## src/rtl/riscv_pkg.sv

```systemverilog
// Shared core definitions for the writeback path.
// Provides the default datapath widths used as parameter defaults and the
// writeback request record {rd, data} carried from producers to the register file.
package riscv_pkg;

  localparam int XLEN       = 32;
  localparam int REG_ADDR_W = 5;

  // One pending register-file write: destination and value.
  typedef struct packed {
    logic [REG_ADDR_W-1:0] rd;
    logic [XLEN-1:0]       data;
  } wb_req_t;

  // x0 is hard-wired to zero; any write aimed at it is meaningless.
  function automatic logic isZeroReg(input logic [REG_ADDR_W-1:0] rd);
    return rd == '0;
  endfunction

endpackage

```

## src/rtl/wb_fifo.sv

```systemverilog
// Small synchronous FIFO buffering memory results ahead of the writeback port.
// Latency: an entry pushed at edge N is visible at popData after edge N.
// Backpressure: full is driven from the registered count; the caller must not push when full
// or pop when empty.
// Ports:
//   clk, reset      - clock, asynchronous active-low reset (empties the FIFO)
//   push, pushData  - write an entry at the tail
//   pop, popData    - head entry (combinational read) and its removal
//   full, empty     - registered occupancy flags
//   count           - number of entries currently held
module wb_fifo #(
  parameter int WIDTH = 37,
  parameter int DEPTH = 2
) (
  input  logic                     clk,
  input  logic                     reset,
  input  logic                     push,
  input  logic [WIDTH-1:0]         pushData,
  input  logic                     pop,
  output logic [WIDTH-1:0]         popData,
  output logic                     full,
  output logic                     empty,
  output logic [$clog2(DEPTH):0]   count
);

  localparam int PTR_W = $clog2(DEPTH);
  localparam int CNT_W = PTR_W + 1;

  logic [WIDTH-1:0] mem [DEPTH];
  logic [PTR_W-1:0] wrPtr;
  logic [PTR_W-1:0] rdPtr;

  // DEPTH is a power of two, so pointers wrap naturally at their width.
  always_ff @(posedge clk or negedge reset) begin
    if (!reset) begin
      wrPtr <= '0;
      rdPtr <= '0;
      count <= '0;
    end else begin
      if (push) wrPtr <= wrPtr + PTR_W'(1);
      if (pop)  rdPtr <= rdPtr + PTR_W'(1);
      case ({push, pop})
        2'b10:   count <= count + CNT_W'(1);
        2'b01:   count <= count - CNT_W'(1);
        default: count <= count;
      endcase
    end
  end

  // Storage carries no reset: stale contents are unreachable once the pointers clear.
  always_ff @(posedge clk) begin
    if (push) mem[wrPtr] <= pushData;
  end

  assign popData = mem[rdPtr];
  assign full    = (count == CNT_W'(DEPTH));
  assign empty   = (count == '0);

endmodule

```

## src/rtl/wb_arbiter.sv

```systemverilog
// Writeback arbiter: owns the single register-file write port, merging ALU results
// (priority) with buffered memory results; writes to x0 are consumed and dropped.
// Latency: ALU 1 cycle to registered outputs; memory >= 2 cycles (enqueue, then pop).
// Backpressure: mem_ready low when the FIFO is full; alu_ready low for one cycle when
// the FIFO head has waited STARVE_LIMIT cycles.
// Ports:
//   clk, reset                           - clock, asynchronous active-low reset
//   alu_valid/alu_ready/alu_rd/alu_data  - ALU result handshake
//   mem_valid/mem_ready/mem_rd/mem_data  - memory result handshake
//   reg_write/write_reg/write_data       - registered register-file write port
//   fifo_count                           - memory results currently buffered
module wb_arbiter
  import riscv_pkg::*;
#(
  parameter int DATA_W       = XLEN,
  parameter int ADDR_W       = REG_ADDR_W,
  parameter int FIFO_DEPTH   = 2,
  parameter int STARVE_LIMIT = 4
) (
  input  logic                          clk,
  input  logic                          reset,
  input  logic                          alu_valid,
  output logic                          alu_ready,
  input  logic [ADDR_W-1:0]             alu_rd,
  input  logic [DATA_W-1:0]             alu_data,
  input  logic                          mem_valid,
  output logic                          mem_ready,
  input  logic [ADDR_W-1:0]             mem_rd,
  input  logic [DATA_W-1:0]             mem_data,
  output logic                          reg_write,
  output logic [ADDR_W-1:0]             write_reg,
  output logic [DATA_W-1:0]             write_data,
  output logic [$clog2(FIFO_DEPTH):0]   fifo_count
);

  localparam int STARVE_W = $clog2(STARVE_LIMIT + 1);

  typedef struct packed {
    logic [ADDR_W-1:0] rd;
    logic [DATA_W-1:0] data;
  } req_t;

  req_t                head;
  req_t                pushReq;
  req_t                wrReq;
  logic                fifoFull;
  logic                fifoEmpty;
  logic                push;
  logic                pop;
  logic                wrEn;
  logic                aluXfer;
  logic                memXfer;
  logic                starved;
  logic [STARVE_W-1:0] starveCnt;

  assign starved   = (starveCnt == STARVE_W'(STARVE_LIMIT));
  assign alu_ready = !starved;
  assign mem_ready = !fifoFull;

  assign aluXfer = alu_valid && alu_ready;
  assign memXfer = mem_valid && mem_ready;

  // A memory result for x0 completes its handshake but never occupies a slot.
  assign push    = memXfer && (mem_rd != '0);
  assign pushReq = '{rd: mem_rd, data: mem_data};

  wb_fifo #(
    .WIDTH ($bits(req_t)),
    .DEPTH (FIFO_DEPTH)
  ) u_fifo (
    .clk      (clk),
    .reset    (reset),
    .push     (push),
    .pushData (pushReq),
    .pop      (pop),
    .popData  (head),
    .full     (fifoFull),
    .empty    (fifoEmpty),
    .count    (fifo_count)
  );

  // Write selection. A starved head wins outright (alu_ready is already low, so no
  // ALU transfer can be lost). An ALU transfer to x0 is consumed without a write,
  // which frees the port for the FIFO head in the same cycle.
  always_comb begin
    pop   = 1'b0;
    wrEn  = 1'b0;
    wrReq = head;
    if (starved && !fifoEmpty) begin
      pop  = 1'b1;
      wrEn = 1'b1;
    end else if (aluXfer && (alu_rd != '0)) begin
      wrEn  = 1'b1;
      wrReq = '{rd: alu_rd, data: alu_data};
    end else if (!fifoEmpty) begin
      pop  = 1'b1;
      wrEn = 1'b1;
    end
  end

  // Counts cycles the current head has been passed over; saturates so alu_ready
  // stays low until the forced pop clears it.
  always_ff @(posedge clk or negedge reset) begin
    if (!reset) begin
      starveCnt <= '0;
    end else if (pop || fifoEmpty) begin
      starveCnt <= '0;
    end else if (!starved) begin
      starveCnt <= starveCnt + STARVE_W'(1);
    end
  end

  // Address/data only move on a write; reg_write alone qualifies them.
  always_ff @(posedge clk or negedge reset) begin
    if (!reset) begin
      reg_write  <= 1'b0;
      write_reg  <= '0;
      write_data <= '0;
    end else begin
      reg_write <= wrEn;
      if (wrEn) begin
        write_reg  <= wrReq.rd;
        write_data <= wrReq.data;
      end
    end
  end

endmodule
```

## config.mk

```make
export PLATFORM = sky130hd
export DESIGN_NAME = wb_arbiter
export DESIGN_NICKNAME = d
export VERILOG_FILES = /design/src/rtl/riscv_pkg.sv /design/src/rtl/wb_fifo.sv /design/src/rtl/wb_arbiter.sv
export SDC_FILE = /design/constraint.sdc
export NUM_CORES = 1
export LEC_CHECK = 0
export CORE_MARGIN = 5
export CORE_UTILIZATION = 44
export DETAILED_ROUTE_END_ITERATION = 12
export PLACE_DENSITY = 0.78
export SYNTH_ARGS = -nofsm -noshare
export SYNTH_HDL_FRONTEND = slang
export SYNTH_SLANG_ARGS = --single-unit
```

## constraint.sdc

```tcl
create_clock -name clk -period 2.6 [get_ports clk]
set_clock_uncertainty 0.05 [all_clocks]
set_input_delay 0.52 -clock clk [delete_from_list [all_inputs] [get_ports clk]]
set_output_delay 0.52 -clock clk [all_outputs]
set_load 0.02 [all_outputs]
```

### Word level (Yosys, flattened, before mapping)

Memories as Yosys holds them, arrays and structs flattened.
Cells that the tools add are included.

* $add $sub $neg: 5
* equality and inequality tests: 5
* reduce and logical (&&, ||, !) cells: 13
* muxes and demuxes: 12

Operators by type and width (count)
* $mux 37: 2
* $reduce_bool 5->1: 2
* $mux 1: 7
* $mux 3: 2
* $logic_and 1x1->1: 5
* $eq 2x2->1 const B: 2
* $pmux 2 s2: 1
* $add 3x1->3 const B: 1
* $eq 3x3->1 const B: 1
* $logic_not 1->1: 3
* $add 1x1->1 const B: 2
* $add 2x1->2 const B: 1
* $eq 2x1->1 const B: 1
* $logic_not 2->1: 1
* $ne 2x1->1 const B: 1
* $reduce_bool 2->1: 1
* $sub 2x1->2 const B: 1
* $logic_or 1x1->1: 1

* input bits: 78
* word-level logic and storage cells: 43
* output and inout port bits: 42
* bits in registers: 45
* memories kept: 1
* RAM bits: 74

Memory list
* u_fifo.mem: depth 2, width 37, read ports 1, clocked after Yosys merged registers in 0, write ports 1, RTL line wb_fifo.sv:29 `logic [WIDTH-1:0] mem [DEPTH];`

### Logic depth before layout (Yosys ltp)

* depth in word-level cells: 8
* depth in mapped cells: 10
* gate-level depth less buffers: 9

### Modules after synthesis

From an unflattened synthesis, not the netlist that was laid out.

* cells, all modules: 280
* area total of the unflattened synthesis: 4993.5 µm²

Modules (own cells, without submodules)
* wb_fifo: seq. area each 2322.2 µm², times used 1, cells an instance 131, area an instance 2936.6 µm²
* wb_arbiter: seq. area each 1026.0 µm², times used 1, cells an instance 149, area an instance 2057.0 µm²

### Worst setup path before layout

OpenSTA, ideal clock, no wires.

* path type: register -> register
* from: register u_fifo.count[0]
* to: memory u_fifo.mem[0][0], enable pin
* stages on the path, launching flop included: 4
* path slack: -0.461 ns
* setup time: 0.431 ns
* period minus slack after synthesis: 3.061 ns
* arrival time: 2.579 ns
* cells stage by stage: dfrtp_1 nand2b_1 o211ai_2 nor2_1

* cells in the longest elaborated chain, start to end: 6

Ends and longest elaborated chain
* from (decl): RTL line wb_fifo.sv:23 `output logic [$clog2(DEPTH):0] count`
* from (signal assigned): RTL line wb_fifo.sv:43 `2'b10: count <= count + CNT_W'(1);`
* from (signal assigned): RTL line wb_fifo.sv:44 `2'b01: count <= count - CNT_W'(1);`
* from (signal assigned): RTL line wb_fifo.sv:45 `default: count <= count;`
* $eq 2x2->1: RTL line wb_fifo.sv:56 `assign full = (count == CNT_W'(DEPTH));`
* $logic_not 1->1: RTL line wb_arbiter.sv:58 `assign mem_ready = !fifoFull;`
* named net mem_ready: RTL line wb_arbiter.sv:27 `output logic mem_ready,`
* $logic_and 1x1->1: RTL line wb_arbiter.sv:61 `assign memXfer = mem_valid && mem_ready;`
* $logic_and 1x1->1: RTL line wb_arbiter.sv:64 `assign push = memXfer && (mem_rd != '0);`
* $mux 1: RTL line wb_fifo.sv:52 `if (push) mem[wrPtr] <= pushData;`
* $mux 1 (implied by the code): RTL line wb_fifo.sv:52
* to (decl): RTL line wb_fifo.sv:29

The timed path passes the listed nets, and every way through them passes these cells.

### Worst setup path in the final report

* from: register u_fifo.count[0]
* to: output port mem_ready

* cells in the longest elaborated chain, start to end: 2

Ends and longest elaborated chain (RTL line)
* $eq 2x2->1: wb_fifo.sv:56
* $logic_not 1->1: wb_arbiter.sv:58
* to (decl): wb_arbiter.sv:27

Every way passes these cells.

==> metrics.md <==
| Metric | Value |
|---|---|
| Register area | 0.00335 mm2 |
| # IOs | 120 |
| Layout cells sized above 1 | 14.5% |
| RR Endpoint | write_data[7]$_DFFE_PN0P_ |
| Total number of vias | 3134 |
| Final hold viol count | 0 |
| Arrival @ worst endpoint | 1850 ps |
| Largest net degree at the start of global routing | 48 |
| Post-DP HPWL | 6.82 mm |
| Max Slew Vio Count | 0 |
| Inst Count DP | 605 |
| Worst path slowest cell | clkdlybuf4s50_1 |
| Worst-Margin Slew | 558 ps |
| Fin crit period | 2420 ps |
| Most common cell after layout, fill and taps aside | clkdlybuf4s50_1 |
| FF-to-FF Start | starveCnt[0]$_DFFE_PN0P_ |
| Area growth, synth to finish | 41.5% |
| Nets | 566 |
| Worst hold slack | 358 ps |
| GRT Total Usage | 16.0% |
| Grt ovf | 0 |
| DP Area | 0.00614 mm2 |
| Max clock buf depth | 2 |
| R2R Setup Slk | 720 ps |
| Post-synth top area cell | edfxtp_1 |
| Number of fill cells in the layout | 835 |
| Final Power | 7720 uW |
| Max_cap viols | 0 |
| Post-route cell area | 0.00676 mm2 |
| Total length of routed wires | 9.96 mm |
| Drt drc | 0 |
| PwrDens | 1140 mW/mm2 |
| Ant. Diodes | 0 |
| Wire per inst | 15.6 um |
| Logic pwr share | 33.0% |
| Initial core utilization | 44.5% |
| DR vias/cell | 4.91 |
| Post-synth top area share | 46.5% |
| Worst path max stage delay | 620 ps |
| Fmax | 0.413 GHz |
| Die Ht | 114 um |
| Reg2Reg Depth | 7 |
| Part of the cycle the worst path needs | 93.1% |
| Most used DFF post-synth | edfxtp_1 |
| Root Buffer | clkbuf_8 |
| Initial antenna violation count | 0 |
| Worst Path Required | 2030 ps |
| Mapped Area | 0.00478 mm2 |
| Fin cells | 638 |
| Drt pass-1 iters | 4 |
| Clock-pin slew on the worst setup and hold paths | 60 ps |
| TritonCTS clock tree | built |
| Pint | 5230 uW |
| Max reg flops | 74 |
| First-pass GRT wire length | 16.2 mm |
| Sequential cell fraction of total power | 36.5% |
| RSZ-0062 raised after global routing | no |
| Net Sw Power | 2490 uW |
| Vias in the first global route | 3380 |
| Placer Congestion | 0.765 |
| Post-DRT Antenna Nets | 0 |
| Worst-path maximum fanout | 6 |
| Multi-input logic area | 0.00131 mm2 |
| Synth warnings | 0 |
| DIE WIDTH | 114 um |
| Final setup vio count | 0 |
| Die area | 0.0130 mm2 |
| HP Class | in2async |
| Clock Latency Late Sink | 490 ps |
| Critical path launch point type | register |
| Seq/Total Area, Yosys | 70.0% |
| Crit path kind | reg2out |
| Slew HR | 62.8% |
| IO Port Bufs | 119 |
| DRT iter0 DRCs | 126 |
| Num CTS Buffers | 17 |
| Core Area | 0.0107 mm2 |
| Switch share | 32.3% |
| Leak | 0.00267 uW |
| Maximum vdd drop | 643 uV |
| Clock Power Share | 30.6% |
| Mean post-synth cell area | 13.5 um2 |
| Seq cells post-synth | 119 |
| Commonest non-fill, non-tap cells in the layout | 118 x clkdlybuf4s50_1, 74 x edfxtp_1, 44 x dfrtp_1 |
| CTS Sinks | 119 |
| EDFF count, synth | 74 |
| Distinct cells, synth | 24 |
| Post-Syn Nets | 434 |
| Site Rows | 38 |
| Run status | complete, no violations |
| Crit. End Element | output port |
| Mapped Cells | 353 |
| Async S/R FF share, synth | 37.8% |
| Worst-path cell chain | nand2b_1 > clkdlybuf4s50_1 |
| H-tree levels | 4 |
| Top cells by area, synth | edfxtp_1 46%, dfrtp_1 24%, mux2i_1 7.7% |
power by group through the flow:
stage	Combinational, uW	Sequential, uW	Clock, uW
after floorplan	1320	3090	0
after global placement	2530	2820	0
after detailed placement	2580	2850	0
after CTS	2590	2820	2400
after global routing	2770	2870	2500
final	2550	2820	2360
metal layers:
layer	track usage (%)	part of all wire, %
met5	0	0
met4	6.25	1.5
met3	4.12	5.8
met2	27.7	52
met1	19.1	41
critical path: cells and delay by family (launching register included):
family | cells | cell delay (ps)
and+or+nand+nor | 1 | 210
buffers and inverters | 1 | 620
DFF | 1 | 530
final cells by class:
cell class,instances,area share (%)
clock inverters,13,2.50
multi-input cells,211,19.4
flip-flops and latches,119,49.5
inverters,3,0.167
well taps,140,2.59
repair buffers,133,19.3
clock buffers,19,6.53
cells in the mapped netlist, types with 2 or more instances:
library cell  number
a21oi_1           37
and3_1             3
buf_2              6
buf_6              7
clkbuf_1           7
dfrtp_1           45
edfxtp_1          74
ha_1               3
inv_1              3
mux2i_1           37
nand2_1           38
nand2b_1           2
nor2_1            41
o21ai_0            4
o21ai_1           15
o21ai_2           18
or4_1              2
xnor2_1            3
xor2_1             3
cell families (layout without fill, tap and decap cells):
group,count (synthesis),in the layout,share of synthesized area (%)
fa+ha+maj,3,3,0.785
buf+inv,23,168,3.06
flops,119,119,70.0
simple gates,88,88,7.54
xor+xnor,6,6,1.10
mux,37,37,7.75
compound gates,77,77,9.74
through the flow:
step | setup slack, ps | util [%] | setup TNS (ps)
2_1_floorplan | -461 | - | -34090
3_3_place_gp | 95.8 | 57.2 | 0
3_5_place_dp | 50.2 | 57.2 | 0
4_1_cts | 144 | 62.9 | 0
5_1_grt | 92.3 | 62.9 | 0
6_report | 180 | 62.9 | 0
how the worst max path moves through the flow:
stage,from,endpoint,slack (ps),cells after the start
global placement,mem_rd[0],u_fifo.mem[0][20]$_DFFE_PP_,100,6
finish,u_fifo.count[0]$_DFFE_PN0P_,mem_ready,180,2
detailed placement,alu_rd[1],u_fifo.count[1]$_DFFE_PN0P_,50,7
CTS,u_fifo.count[0]$_DFFE_PN0P_,mem_ready,140,2
global route,u_fifo.count[0]$_DFFE_PN0P_,mem_ready,90,2
floorplan,u_fifo.count[0]$_DFFE_PN0P_,u_fifo.mem[0][0]$_DFFE_PP_,-460,3
repair_timing:
| item | in CTS | in global routing |
|---|---|---|
| setup endpoints to repair | 0 | 0 |
| resized for setup | 0 | 0 |
| setup buffers | 0 | 0 |
| hold buffers | 1 | 0 |
| hold endpoints to repair | 7 | 0 |
Note: power is estimated with default switching activity, not from simulation.
